### config.mk
export PLATFORM = sky130hd
export DESIGN_NAME = booth_mul
export DESIGN_NICKNAME = d
export VERILOG_FILES = /design/src/rtl/arith_pkg.sv /design/src/rtl/booth_step.sv /design/src/rtl/booth_mul.sv
export SDC_FILE = /design/constraint.sdc
export NUM_CORES = 1
export LEC_CHECK = 0
export BUFFER_PORTS_ARGS = -buffer_cell sky130_fd_sc_hd__buf_2
export CORE_MARGIN = 5
export CORE_UTILIZATION = 59
export CTS_BUF_LIST = sky130_fd_sc_hd__clkbuf_2 sky130_fd_sc_hd__clkbuf_4 sky130_fd_sc_hd__clkbuf_8
export DETAILED_ROUTE_END_ITERATION = 8
export PLACE_DENSITY = 0.79
export SETUP_SLACK_MARGIN = 0.02
export SLEW_MARGIN = 5
export SYNTH_ARGS = -nofsm -noshare
export SYNTH_HDL_FRONTEND = slang
export SYNTH_SLANG_ARGS = --single-unit
### constraint.sdc
create_clock -name clk -period 3.1 [get_ports clk]
set_clock_uncertainty 0.2 [all_clocks]
set_input_delay 0.155 -clock clk [delete_from_list [all_inputs] [get_ports clk]]
set_output_delay 0.155 -clock clk [all_outputs]
set_load 0.02 [all_outputs]
### src/rtl/arith_pkg.sv
// Shared definitions for the sequential arithmetic blocks (Booth multiplier, divider sequencer).
package arith_pkg;

  typedef enum logic [1:0] {
    IDLE   = 2'd0,
    CALC   = 2'd1,
    FINISH = 2'd2
  } state_t;

  // Booth recoding of the {Q[0], Q_1} pair
  localparam logic [1:0] BOOTH_NOP = 2'b00;
  localparam logic [1:0] BOOTH_ADD = 2'b01;
  localparam logic [1:0] BOOTH_SUB = 2'b10;

endpackage

### src/rtl/booth_step.sv
// One radix-2 Booth iteration: conditional add/subtract of M, then arithmetic shift of {A,Q,Q_1}.
module booth_step
  import arith_pkg::*;
#(
  parameter int N = 8
) (
  input  logic [N:0]   a,
  input  logic [N-1:0] q,
  input  logic         q_1,
  input  logic [N:0]   m,
  output logic [N:0]   a_next,
  output logic [N-1:0] q_next,
  output logic         q_1_next
);

  logic [N:0] sum;

  always_comb begin
    sum = a;
    case ({q[0], q_1})
      BOOTH_ADD: sum = a + m;
      BOOTH_SUB: sum = a - m;
      BOOTH_NOP: sum = a;
      default:   sum = a;
    endcase
  end

  // A is one bit wider than the operands, so its MSB is the true sign to replicate
  assign a_next   = {sum[N], sum[N:1]};
  assign q_next   = {sum[0], q[N-1:1]};
  assign q_1_next = q[0];

endmodule

### src/rtl/booth_mul.sv
// Sequential signed radix-2 Booth multiplier with start/busy/done handshake; N iterations per product.
module booth_mul
  import arith_pkg::*;
#(
  parameter int N = 8
) (
  input  logic           clk,
  input  logic           reset,
  input  logic           start,
  input  logic [N-1:0]   multiplicand,
  input  logic [N-1:0]   multiplier,
  output logic [2*N-1:0] product,
  output logic           busy,
  output logic           done
);

  localparam int CW = $clog2(N + 1);

  state_t          state_reg;
  logic [N:0]      a_reg;
  logic [N:0]      m_reg;
  logic [N-1:0]    q_reg;
  logic            q1_reg;
  logic [CW-1:0]   cnt_reg;
  logic [N:0]      a_next;
  logic [N-1:0]    q_next;
  logic            q1_next;

  booth_step #(.N(N)) u_step (
    .a        (a_reg),
    .q        (q_reg),
    .q_1      (q1_reg),
    .m        (m_reg),
    .a_next   (a_next),
    .q_next   (q_next),
    .q_1_next (q1_next)
  );

  always_ff @(posedge clk or posedge reset) begin
    if (reset) begin
      state_reg <= IDLE;
      a_reg     <= '0;
      m_reg     <= '0;
      q_reg     <= '0;
      q1_reg    <= 1'b0;
      cnt_reg   <= '0;
      product   <= '0;
      done      <= 1'b0;
    end else begin
      case (state_reg)
        IDLE: begin
          done <= 1'b0;
          if (start) begin
            a_reg     <= '0;
            q_reg     <= multiplier;
            q1_reg    <= 1'b0;
            m_reg     <= {multiplicand[N-1], multiplicand};
            cnt_reg   <= '0;
            state_reg <= CALC;
          end
        end
        CALC: begin
          a_reg   <= a_next;
          q_reg   <= q_next;
          q1_reg  <= q1_next;
          cnt_reg <= cnt_reg + 1'b1;
          if (cnt_reg == CW'(N - 1))
            state_reg <= FINISH;
        end
        FINISH: begin
          // A[N] is only a guard bit; the product always fits in 2N signed bits
          product   <= {a_reg[N-1:0], q_reg};
          done      <= 1'b1;
          state_reg <= IDLE;
        end
        default: state_reg <= IDLE;
      endcase
    end
  end

  assign busy = (state_reg != IDLE);

endmodule
-- After elaboration in Yosys (flattened, before gate mapping)
Index checks and enable logic that the tools add are counted.
- flip-flop bits (word level): 49
- bits of input ports: 19
- output and inout port bits: 18
- logic and storage cells: 38
- add/subtract/negate cells: 3
- equal/unequal tests: 7
- muxes and demuxes: 13
- reductions and logical operators: 7
- operators by type and width (cell ; count):
    $pmux 9 s2 ; 2
    $pmux 8 s2 ; 1
    $add 9x9->9 ; 1
    $mux 9 ; 1
    $sub 9x9->9 ; 1
    $mux 8 ; 1
    $pmux 4 s2 ; 1
    $reduce_and 2->1 ; 3
    $reduce_bool 2->1 ; 3
    $add 4x1->4 const B ; 1
    $eq 2x1->1 const B ; 2
    $eq 2x2->1 const B ; 2
    $eq 4x3->1 const B ; 1
    $mux 2 ; 2
    $mux 4 ; 1
    $ne 2x2->1 const B ; 2
    $pmux 1 s2 ; 2
    $pmux 2 s2 ; 1
    $logic_not 2->1 ; 1
    $mux 1 ; 1

-- Longest topological paths before layout
- word-level depth: 3
- mapped depth: 12
- gate-level depth less buffers: 12

-- Cells and area by module
Synthesis repeated with hierarchy kept, for this count alone.
- cells, all modules: 266
- area, all modules: 2763.9 um^2
- modules (own cells, without submodules) (module ; times used ; cells each ; area an instance (um^2) ; seq. area each (um^2)):
    booth_mul ; 1 ; 164 ; 2029.4 ; 1226.2
    booth_step ; 1 ; 102 ; 734.5 ; 0.0

-- Worst setup path before layout
Ideal clock, no wire load.
- path kind: register to register
- start point: register q1_reg
- end point: register a_reg[7]
- setup time: 0.136 ns
- arrival time: 2.505 ns
- required time: 2.764 ns
- path slack: 0.260 ns
- cell stages (with the launch flop): 12
- buffers on the path: 1
- period minus slack after synthesis: 2.840 ns
- cell sequence: dfrtp_1 > inv_1 > ha_1 > clkbuf_1 > mux2_2 > fa_1 > nand2b_1 > a21oi_2 > o21ai_0 > xor2_1 > o311ai_1 > o41ai_1
- cells in the longest elaborated chain, start to end: 3
- elaborated cells between the ends (all ways): 4
- classes of those cells: 2 x eq/ne; 2 x mux
- ends and longest elaborated chain (what ; line ; source):
    start, declared ; booth_mul.sv:23 ; logic q1_reg;
    start signal, assigned ; booth_mul.sv:65 ; q1_reg <= q1_next;
    $eq 2x2->1 / $eq 2x1->1 (equally long branches) ; booth_step.sv:20 ; case ({q[0], q_1})
    $pmux 9 s2 (*) ; booth_step.sv:20 ;
    $pmux 9 s2 (*) ; booth_mul.sv:50 ; case (state_reg)
    end signal, assigned ; booth_mul.sv:63 ; a_reg <= a_next;
    end, declared ; booth_mul.sv:20 ; logic [N:0] a_reg;
Mark *: on every way between the ends. The rest lies on a longest branch, timed or not.
A chain may end at the register's enable or synchronous reset.

-- Worst setup path after layout
Ends and elaborated chain as after synthesis.

==> reports/qor.txt <==
TritonCTS Buffers - 5
Maximum VDD drop - 705.5 uV
Yosys top cell area share - 0.4861
Total global-route track usage - 0.2028
Sw Share - 0.4456
CP Data Arrival Time - 2.88 ns
CP delay by family, top - adder cells
Commonest non-fill, non-tap cell in the layout - dfrtp_1
Number of global-route vias before repair - 1,898
Total iterations of the first detailed-routing run - 4
Top Ports - 37
CTS clock-pin slew for the worst setup and hold paths - 0.09 ns
Die span in x - 74.72 um
Commonest non-fill, non-tap cells in the layout - dfrtp_1, buf_2, nor2_1, mux2_2, nand2_1
RD Place Congestion - 0.8438
Final setup fails - 0
Remaining DRCs - 0
Die Height - 74.72 um
Worst-path maximum fanout - 9
Worst rel slew slack - 0.3538
Worst-Margin Slew - 0.9679 ns
Fin. Hold Viols - 0
Slowest cell on the critical path - fa_1
Critical path capture point type - flop
Ys Warns - 0
WP buf/inv - 1
CTS tree - yes
Initial Util - 0.6134
Slew Limit Fails - 0
PortBufs - 36
Mean Syn Cell Area - 10.34 um^2
Reg power frac - 0.305
Static Leak - 1.307 nW
Largest cells by area after synthesis - dfrtp_1, mux2_2, ha_1, nor2_1, o21ai_0
Power Dens Cells - 1304 nW/um^2
FF+latch count, synth - 48
1st-iter DRT viols - 101
Setup TNS - 0 ns
Clock Latency Late Sink - 0.31 ns
DR WL/cell - 14.60 um
DPL Wire Length - 3.363 mm
ANT cells - 0
Grt ovf - 0
Nets - 322
Final min period - 2.901 ns
DIE AREA - 5582 um^2
Clk network pwr share - 0.104
Setup CP Type - flop to flop
Synthesized area - 2471 um^2
Largest register FFs - 16
Tightest Hold Check Type - flop to flop
First-pass GRT wire length - 8.638 mm
Area growth syn-to-layout - 18.99%
Status - finished clean
Mapped Cells - 239
Nature of the critical path startpoint - flop
Max frequency - 0.3447 GHz
Yosys top cell by area - dfrtp_1
Fin crit share - 0.9359
Core Util, Final - 0.7298
Largest net degree at the start of global routing - 49
Power Internal - 2.125 mW
Maxcap violations - 0
CTS Sinks - 48
Delay of the slowest critical-path stage - 0.42 ns
Vias - 1,899
H-Tree Level Count - 2
Detail Route Antenna Nets - 0
Vias per Instance - 5.553
Critical path cell sequence - inv_1 -> ha_2 -> mux2_2 -> fa_1 -> nand2b_1 -> a21oi_2 -> o21ai_0 -> xor2_1 -> o311ai_1 -> o41ai_1
Core area - 4029 um^2
Post-synth cell types - 36
Routed WL - 4.993 mm
Clk root buf - clkbuf_8
Data required, critical path - 3.08 ns
Cell Rows - 23
Seq/Total Area, Yosys - 0.4861
Logic gate share of total power - 0.591
Max clock buf depth - 2
Post-Syn Nets - 270
RSZ-0062 raised after global routing - false
Antenna violations before repair - 0
Share of cells above drive strength 1 - 0.2534
Psw - 1.708 mW
Reg with most FFs - product
[tightest hold or removal path, cell delays in order (launching register included)]
cell and delay [ns]:
dfrtp_1 0.35, nand2_1 0.06, nand2_1 0.06
[kinds of logic (layout without fill, tap and decap cells)]
group | Yosys count | in the layout | synth area share
adders and majority gates | 12 | 12 | 0.06380
xor gates and xnor gates | 10 | 10 | 0.03545
muxes | 27 | 27 | 0.1210
buffers and inverters | 21 | 74 | 0.04506
and+or+nand+nor | 75 | 75 | 0.1362
DFF | 48 | 48 | 0.4861
AOI/OAI and AO/OA | 46 | 46 | 0.1124
[worst paths after layout]
path                                           endpoint  cells after the start               start  slack, ns
worst max-delay path               a_reg[7]$_DFFE_PP0P_                     10  q1_reg$_DFFE_PP0P_       0.20
worst min-delay path                   done$_DFFE_PP0P_                      2    done$_DFFE_PP0P_       0.30
worst max register to register     a_reg[7]$_DFFE_PP0P_                     10  q1_reg$_DFFE_PP0P_       0.20
worst min register to register         done$_DFFE_PP0P_                      2    done$_DFFE_PP0P_       0.30
max in group asynchronous       product[14]$_DFFE_PP0P_                      3               reset       1.68
min in group asynchronous          q_reg[6]$_DFFE_PP0P_                      3               reset       0.42
[cell type report]
type                            instances  area (um^2)
Sequential cell                        48         1201
Multi-Input combinational cell        170         1166
Fill cell                             295         1089
Timing Repair Buffer                   56        375.4
Clock buffer                            6        82.58
Tap cell                               50        62.56
Inverter                               10        37.54
Clock inverter                          2        15.01
[stage by stage]
stage                     power [mW]  setup WS, ns  area, um^2  instances  hold WS [ns]
final                          3.833        0.1986        2940        342        0.2995
after global routing           4.210       0.05921        2940        342        0.3189
after CTS                      3.828        0.1267        2933        342        0.2999
after detailed placement       3.394        0.1374        2655        316        0.1478
after global placement         3.317        0.2264        2655        316        0.1536
after floorplan                2.955        0.2595        2471        239       0.04163
[layer usage]
layer	global-route usage	wire length, um	vias to the layer above
met5	0	0	-
met4	0.08103	110	0
met3	0.05474	181	11
met2	0.3317	2491	32
met1	0.2567	2210	916
li1	-	-	940
[what timing repair did]
action                                 CTS  global route
gates resized for setup                  0             2
hold buffers                            18             0
setup endpoints to repair                0             3
setup buffers                            0             0
endpoints found under the hold margin   65             0
[synth_stat cells]
library cell and n:
buf_2 4, and2_1 1, nor2b_1 3, clkbuf_1 4, buf_6 1, and2b_1 1, a311oi_1 1, a21oi_2 1
a21oi_1 10, ha_1 11, and3_1 2, clkbuf_8 2, nand2b_1 4, or3_1 1, nor3b_1 1, o311a_1 1
o41ai_1 1, nor2_1 28, inv_1 10, mux2_2 23, xnor2_1 7, o22ai_1 7, a211oi_1 2, a31oi_1 4
nand3_1 9, nand4_1 1, xor2_1 3, o311ai_1 1, o21ai_0 15, nand2_1 19, o21a_1 2, o21ai_2 1
fa_1 1, nor3_1 5, dfrtp_1 48, mux2i_1 4
[power by group through the flow]
| stage | Combinational, mW | Sequential [mW] | Clock (mW) |
|---|---|---|---|
| global placement | 2.15 | 1.16 | 0 |
| CTS | 2.25 | 1.17 | 0.409 |
| floorplan | 1.73 | 1.23 | 0 |
| global route | 2.57 | 1.20 | 0.438 |
| finish | 2.27 | 1.17 | 0.399 |
| detailed placement | 2.22 | 1.18 | 0 |
Note: power is estimated with default switching activity, not from simulation.
